[src/rtl/board_io_pkg.sv]
// Shared constants for the board input conditioner.
//   DEF_N_KEY / DEF_N_SW : default push-button / slide-switch counts (DE1)
//   KEY_LSB, SW_LSB, KFLAG_LSB : field offsets inside the 32-bit PIO_IN word
//   GPIO_IN_RST : value of the PIO_IN word while/after reset (keys released)
package board_io_pkg;
  localparam int          DEF_N_KEY   = 4;
  localparam int          DEF_N_SW    = 10;
  localparam int          KEY_LSB     = 0;
  localparam int          SW_LSB      = 4;
  localparam int          KFLAG_LSB   = 14;
  localparam logic [31:0] GPIO_IN_RST = 32'h0000_000F;
endpackage

[src/rtl/debounce_bit.sv]
// One conditioned input bit: 2-FF synchronizer then stable-count debouncer.
// A new level must be seen at the synchronizer output for DEBOUNCE_CYCLES
// consecutive clocks before it replaces the stable level; any return to the
// stable level restarts the count from zero.
//   clk_clk     : clock
//   reset_reset : synchronous active-high reset (sync + stable -> RST_VAL)
//   raw_i       : asynchronous raw pin
//   stable_o    : debounced level (registered)
//   accept_o    : high in the cycle stable_o is about to take the new level
module debounce_bit #(
  parameter int   DEBOUNCE_CYCLES = 500000,
  parameter logic RST_VAL         = 1'b0
) (
  input  logic clk_clk,
  input  logic reset_reset,
  input  logic raw_i,
  output logic stable_o,
  output logic accept_o
);
  localparam int             CW      = $clog2(DEBOUNCE_CYCLES);
  localparam logic [CW-1:0]  CNT_MAX = CW'(DEBOUNCE_CYCLES - 1);

  logic          sync1_q, sync1_d;
  logic          sync2_q, sync2_d;
  logic          stable_q, stable_d;
  logic [CW-1:0] cnt_q, cnt_d;
  logic          accept;

  always_comb begin
    sync1_d  = raw_i;
    sync2_d  = sync1_q;
    stable_d = stable_q;
    cnt_d    = '0;
    accept   = 1'b0;
    if (sync2_q != stable_q) begin
      if (cnt_q == CNT_MAX) begin
        stable_d = sync2_q;
        accept   = 1'b1;
      end else begin
        cnt_d = cnt_q + 1'b1;
      end
    end
  end

  always_ff @(posedge clk_clk) begin
    if (reset_reset) begin
      sync1_q  <= RST_VAL;
      sync2_q  <= RST_VAL;
      stable_q <= RST_VAL;
      cnt_q    <= '0;
    end else begin
      sync1_q  <= sync1_d;
      sync2_q  <= sync2_d;
      stable_q <= stable_d;
      cnt_q    <= cnt_d;
    end
  end

  assign stable_o = stable_q;
  assign accept_o = accept;
endmodule

[src/rtl/board_input_conditioner.sv]
// Conditions DE1 KEY (active-low) and SW pins into the PIO_IN word.
//   Word: [3:0] debounced KEY, [13:4] debounced SW,
//         [17:14] sticky KEY press flags (only with KEY_EDGE_CAPTURE_EN), rest 0.
// Optional feature macro: KEY_EDGE_CAPTURE_EN (press flags + edge_clr_i).
//   clk_clk     : CLOCK_50 domain clock
//   reset_reset : synchronous active-high reset
//   key_raw_i   : raw KEY pins, 0 = pressed
//   sw_raw_i    : raw SW pins
//   edge_clr_i  : per-key clear of press flags (unused without the macro)
//   gpio_in_o   : conditioned word, register-driven only
module board_input_conditioner
  import board_io_pkg::*;
#(
  parameter int DEBOUNCE_CYCLES = 500000,
  parameter int N_KEY           = DEF_N_KEY,
  parameter int N_SW            = DEF_N_SW
) (
  input  logic             clk_clk,
  input  logic             reset_reset,
  input  logic [N_KEY-1:0] key_raw_i,
  input  logic [N_SW-1:0]  sw_raw_i,
  input  logic [N_KEY-1:0] edge_clr_i,
  output logic [31:0]      gpio_in_o
);
  logic [N_KEY-1:0] key_db, key_acc;
  logic [N_SW-1:0]  sw_db, sw_acc;
  logic [N_KEY-1:0] kflag;

  // Keys idle high (released), switches idle low.
  for (genvar i = 0; i < N_KEY; i++) begin : g_key
    debounce_bit #(.DEBOUNCE_CYCLES(DEBOUNCE_CYCLES), .RST_VAL(1'b1)) u_db (
      .clk_clk(clk_clk), .reset_reset(reset_reset), .raw_i(key_raw_i[i]),
      .stable_o(key_db[i]), .accept_o(key_acc[i]));
  end

  for (genvar i = 0; i < N_SW; i++) begin : g_sw
    debounce_bit #(.DEBOUNCE_CYCLES(DEBOUNCE_CYCLES), .RST_VAL(1'b0)) u_db (
      .clk_clk(clk_clk), .reset_reset(reset_reset), .raw_i(sw_raw_i[i]),
      .stable_o(sw_db[i]), .accept_o(sw_acc[i]));
  end

`ifdef KEY_EDGE_CAPTURE_EN
  logic [N_KEY-1:0] kflag_q, kflag_d;

  // A press is an accepted change while the stable level is still 1, so the
  // flag lands on the same edge the debounced key falls. Set beats clear.
  always_comb begin
    kflag_d = (kflag_q & ~edge_clr_i) | (key_acc & key_db);
  end

  always_ff @(posedge clk_clk) begin
    if (reset_reset) kflag_q <= '0;
    else             kflag_q <= kflag_d;
  end

  assign kflag = kflag_q;
`else
  logic unused_clr;
  assign unused_clr = ^edge_clr_i;
  assign kflag      = '0;
`endif

  logic unused_acc;
  assign unused_acc = ^{sw_acc, key_acc};

  always_comb begin
    gpio_in_o                          = '0;
    gpio_in_o[KEY_LSB   +: N_KEY]      = key_db;
    gpio_in_o[SW_LSB    +: N_SW]       = sw_db;
    gpio_in_o[KFLAG_LSB +: N_KEY]      = kflag;
  end
endmodule
[config.mk]
export PLATFORM = sky130hd
export DESIGN_NAME = board_input_conditioner
export DESIGN_NICKNAME = d
export VERILOG_FILES = /design/src/rtl/board_io_pkg.sv /design/src/rtl/debounce_bit.sv /design/src/rtl/board_input_conditioner.sv
export SDC_FILE = /design/constraint.sdc
export NUM_CORES = 1
export LEC_CHECK = 0
export BUFFER_PORTS_ARGS = -buffer_cell sky130_fd_sc_hd__buf_2
export CAP_MARGIN = 20
export CORE_ASPECT_RATIO = 1.4
export CORE_MARGIN = 3
export CORE_UTILIZATION = 55
export DETAILED_ROUTE_END_ITERATION = 8
export PLACE_DENSITY_LB_ADDON = 0.15
export SKIP_CTS_REPAIR_TIMING = 1
export SLEW_MARGIN = 0
export SYNTH_ARGS = -nofsm -noshare
export SYNTH_HDL_FRONTEND = slang
export SYNTH_SLANG_ARGS = --single-unit
[constraint.sdc]
create_clock -name clk_clk -period 4.97 [get_ports clk_clk]
set_clock_uncertainty 0.15 [all_clocks]
set_input_delay 0.7455 -clock clk_clk [delete_from_list [all_inputs] [get_ports clk_clk]]
set_output_delay 0.7455 -clock clk_clk [all_outputs]
set_load 0.02 [all_outputs]
==> impl_results.md <==
- Run status: completed
- Startpoint of the most critical hold path: g_key[3].u_db.sync1_q$_SDFF_PP1_
- Crit Path Class: reg2reg
- Busiest grt layer: met2
- Maximum number of pins on one net before global-route repair: 37
- Clock insertion delay at the later pin of the skew report: 500 ps
- Launch instance of the worst register-to-register path: g_key[2].u_db.cnt_q[9]$_SDFF_PP0_
- Flop pwr share: a little under 50%
- Worst hold path class: reg2reg
- P&R area growth vs syn: 10.4%
- Post-synthesis sequential element count: roughly 310
- Max-slew violation count: 0
- Fraction of layout instances using a drive strength above 1: 8.24%
- Clock-pin slew reported for the worst setup and hold paths after clock tree synthesis: 60 ps
- Max H-tree Level: 2
- Total vias in the final route: 10600
- Clock tree from TritonCTS: built
- Synth cell types: 50
- Proportion of synthesized chip area in sequential cells: ~45%
- Root buffer cell: sky130_fd_sc_hd__clkbuf_16
- Sum of routed wire length over all layers: 24800 um
- Number of filler cells placed in the layout: between 2000 and 2500
- Most used cells in the layout excluding fill and tap cells: sky130_fd_sc_hd__dfxtp_1, sky130_fd_sc_hd__nor2_1, sky130_fd_sc_hd__nand2_1
- Maximum clock rate: 0.413 GHz
- Setup slack on the worst flop-to-flop path: ~2600 ps
- Int Power: around 4100 uW
- Type of origin of the critical path: flip-flop
- Slowest cell delay on critical path: 590 ps
- Endpoint required time on the critical path: just over 5000 ps
- Maximum capacitance violations: 0
- Final Wtd Congestion: 0.833
- Routed vias/inst: 5.54
- Share of total power in the clock network: 50.1%
- Critical Path Sink Type: flip-flop
- Standard cell with the maximum stage delay on the critical path: sky130_fd_sc_hd__or4_1
- Per-cell routed wire length: 13.0 um
- Crit Reg-Reg Endpoint: g_key[2].u_db.cnt_q[7]$_SDFF_PP0_
- Total global routing track utilization: 18.4%
- Synthesized netlist cell count: 1565
- Critical Path AT: ~2600 ps
- Max-slew headroom at the worst pin: 47.1%
- Horizontal die dimension: approximately 140 um
- Number of global-route vias before repair: 10200
- Count of standard-cell rows: 67
- GRT met3 Usage: under 10%
- Logic pwr share: roughly 1.3%
- Cell area after synthesis: 13600 sq um
- Commonest non-fill, non-tap cell in the layout: sky130_fd_sc_hd__dfxtp_1
- Met1 global-route usage: 21.0%
- Initial core utilization: 56.4%
- Share of the synthesized area in the top cell type: between 40% and 50%
- Worst Reg2Reg Path Length in Cells: 4
- Maximum fanout along the worst path: 17
- Total Negative Setup Slacks: 0 ps
- TritonCTS Buffers: 34
- Switching share of power: 20.2%
- First-pass detailed-route iteration total: 4
- Met2 capacity usage during global routing: 34.6%
- Maximum root-to-sink buffer count: 3
- Detailed placer's ending HPWL: 16700 um
- Synth async-reset ratio: 0%
- Clock period minus final worst setup slack: 2420 ps
- P_sw: 1030 uW
- Buffers added on ports: 29
- DRC violations left: 0
- Top area cells in the synthesized netlist: sky130_fd_sc_hd__dfxtp_1, sky130_fd_sc_hd__xor2_1, sky130_fd_sc_hd__nor2_1
- Antenna violations before repair: 0
- Global-route wire length before repair: 43600 um
- Vert. Die Dim: 192 um
- Final hold violation count: 0
- Number of instances on the worst hold path: 1
- First-iteration detailed-routing DRC count: between 200 and 300
- Terminating pin of the worst hold path: g_key[3].u_db.sync2_q$_SDFF_PP1_
- Count of nets after finishing: 1612
- Maximum resistive drop on vdd: 0.000344 V
- Number of warnings issued by yosys: 0
- Final setup vio count: 0
- Total die area: 26700 sq um
- RSZ-0062 raised after global routing: no
- Least-Margin Pin Slew: 792 ps
- Remaining Overflow, GRT: 0
- # IOs: 52
- Share of the core filled with cells in the final layout: 62.3%
- Ordered list of cells on the worst path: or4b_1 -> or4_1 -> o21bai_2 -> nor2_1
- Floorplan Core Area: 24100 sq um
- Largest area contributor in the netlist: sky130_fd_sc_hd__dfxtp_1
- Fin crit share: just under 50%
- Mean Syn Cell Area: about 8.7 sq um
- Dominant delay contributor by cell family on the critical path: simple AND/OR/NAND/NOR gates
- Antenna Nets Post-Route: 0
- Number of enable-type register cells in the synthesized netlist: 0
- Diode insertion count for antenna repair: 0
- Static leakage power: 0.00461 uW
- Sink count of the clock tree: 308
- Power Density: approximately 340 nW/um^2
- Worst path buffer plus inverter count: 0
- Most used flip-flop cell after synthesis: sky130_fd_sc_hd__dfxtp_1
[stage by stage]
step / worst slack, ps / area, sq um / hold slack [ps] / total power (uW) / cells
4_1_cts: 2530 / 15000 / 256 / 5200 / 1912
5_1_grt: 2400 / 15000 / 275 / 5290 / 1912
3_3_place_gp: 2320 / 13800 / 241 / 2610 / 1847
2_1_floorplan: 2670 / 13700 / 239 / 2600 / 1582
6_report: 2550 / 15000 / 258 / 5120 / 1912
3_5_place_dp: 2380 / 13900 / 244 / 2610 / 1852
[per-layer routing]
metal / vias to the layer above / wire [um]
met2: 105 / 12400
met1: 4956 / 11000
met5: - / 0
met4: 0 / 605
li1: 5480 / -
met3: 48 / 737
[worst register-to-register path: stages (launching register included)]
cell,delay [ps]
sky130_fd_sc_hd__dfxtp_1,330
sky130_fd_sc_hd__or4b_1,510
sky130_fd_sc_hd__or4_1,590
sky130_fd_sc_hd__o21bai_2,590
sky130_fd_sc_hd__nor2_1,110
[registers in the layout, summed over array words and instances, names as in the netlist]
signal,count
g_sw.u_db.sync1_q,10
g_key.u_db.sync1_q,4
g_key.u_db.cnt_q,76
g_sw.u_db.cnt_q,190
g_key.u_db.stable_o,4
g_key.u_db.sync2_q,4
g_sw.u_db.sync2_q,10
g_sw.u_db.stable_o,10
[synthesized netlist by cell type (all sizes together), types with 3 or more instances]
cell type and n:
a21oi 83, or3 59, and2 9, nor3 20, buf 37, o211ai 3, inv 52, nand3 95
nand2 97, xor2 92, and4 21, o21bai 10, o31ai 32, or4b 4, nor2b 20, xnor2 85
nor4bb 6, or2 18, o311ai 5, and3 19, clkbuf 42, or4 40, o21ai 56, ha 14
dfxtp 308, nor4 37, nand4b 3, nor4b 10, nor2 211, nand4 63
[worst max-delay path by stage]
stage	start	endpoint	cells after the start
2_1_floorplan	reset_reset	g_sw[0].u_db.cnt_q[11]$_SDFF_PP0_	7
3_3_place_gp	reset_reset	g_sw[0].u_db.cnt_q[18]$_SDFF_PP0_	6
3_5_place_dp	reset_reset	g_key[1].u_db.cnt_q[14]$_SDFF_PP0_	7
4_1_cts	g_sw[1].u_db.cnt_q[12]$_SDFF_PP0_	g_sw[1].u_db.cnt_q[7]$_SDFF_PP0_	4
5_1_grt	g_sw[1].u_db.cnt_q[12]$_SDFF_PP0_	g_sw[1].u_db.cnt_q[5]$_SDFF_PP0_	4
6_report	g_key[2].u_db.cnt_q[9]$_SDFF_PP0_	g_key[2].u_db.cnt_q[7]$_SDFF_PP0_	4
[final cells by class]
class | instances | area (sq um) | share of cell area (%)
multi-input combinational | 1143 | 6890 | 45.8
sequential | 308 | 6170 | 41.0
clock buffer | 49 | 1020 | 6.79
tap | 310 | 388 | 2.58
timing repair buffer | 39 | 239 | 1.59
inverter | 52 | 195 | 1.30
clock inverter | 11 | 138 | 0.915
[power by group through the flow]
stage	combinational, uW	clock, uW	sequential, uW
after CTS	70.1	2640	2490
after detailed placement	69.9	0	2540
after global routing	77.8	2720	2490
after global placement	66.5	0	2540
after floorplan	60.3	0	2540
final	68.8	2570	2490
[cell families (layout without fill, tap and decap cells)]
group	count (synthesis)	after routing	synth area share, %
flops	308	308	45.3
other cells	1	18	0.0275
fa+ha+maj	14	14	1.29
buf+inv	131	151	4.64
simple gates	742	742	29.0
xor+xnor	177	177	11.4
compound gates	192	192	8.38
Power figures use the tool's default switching activity.
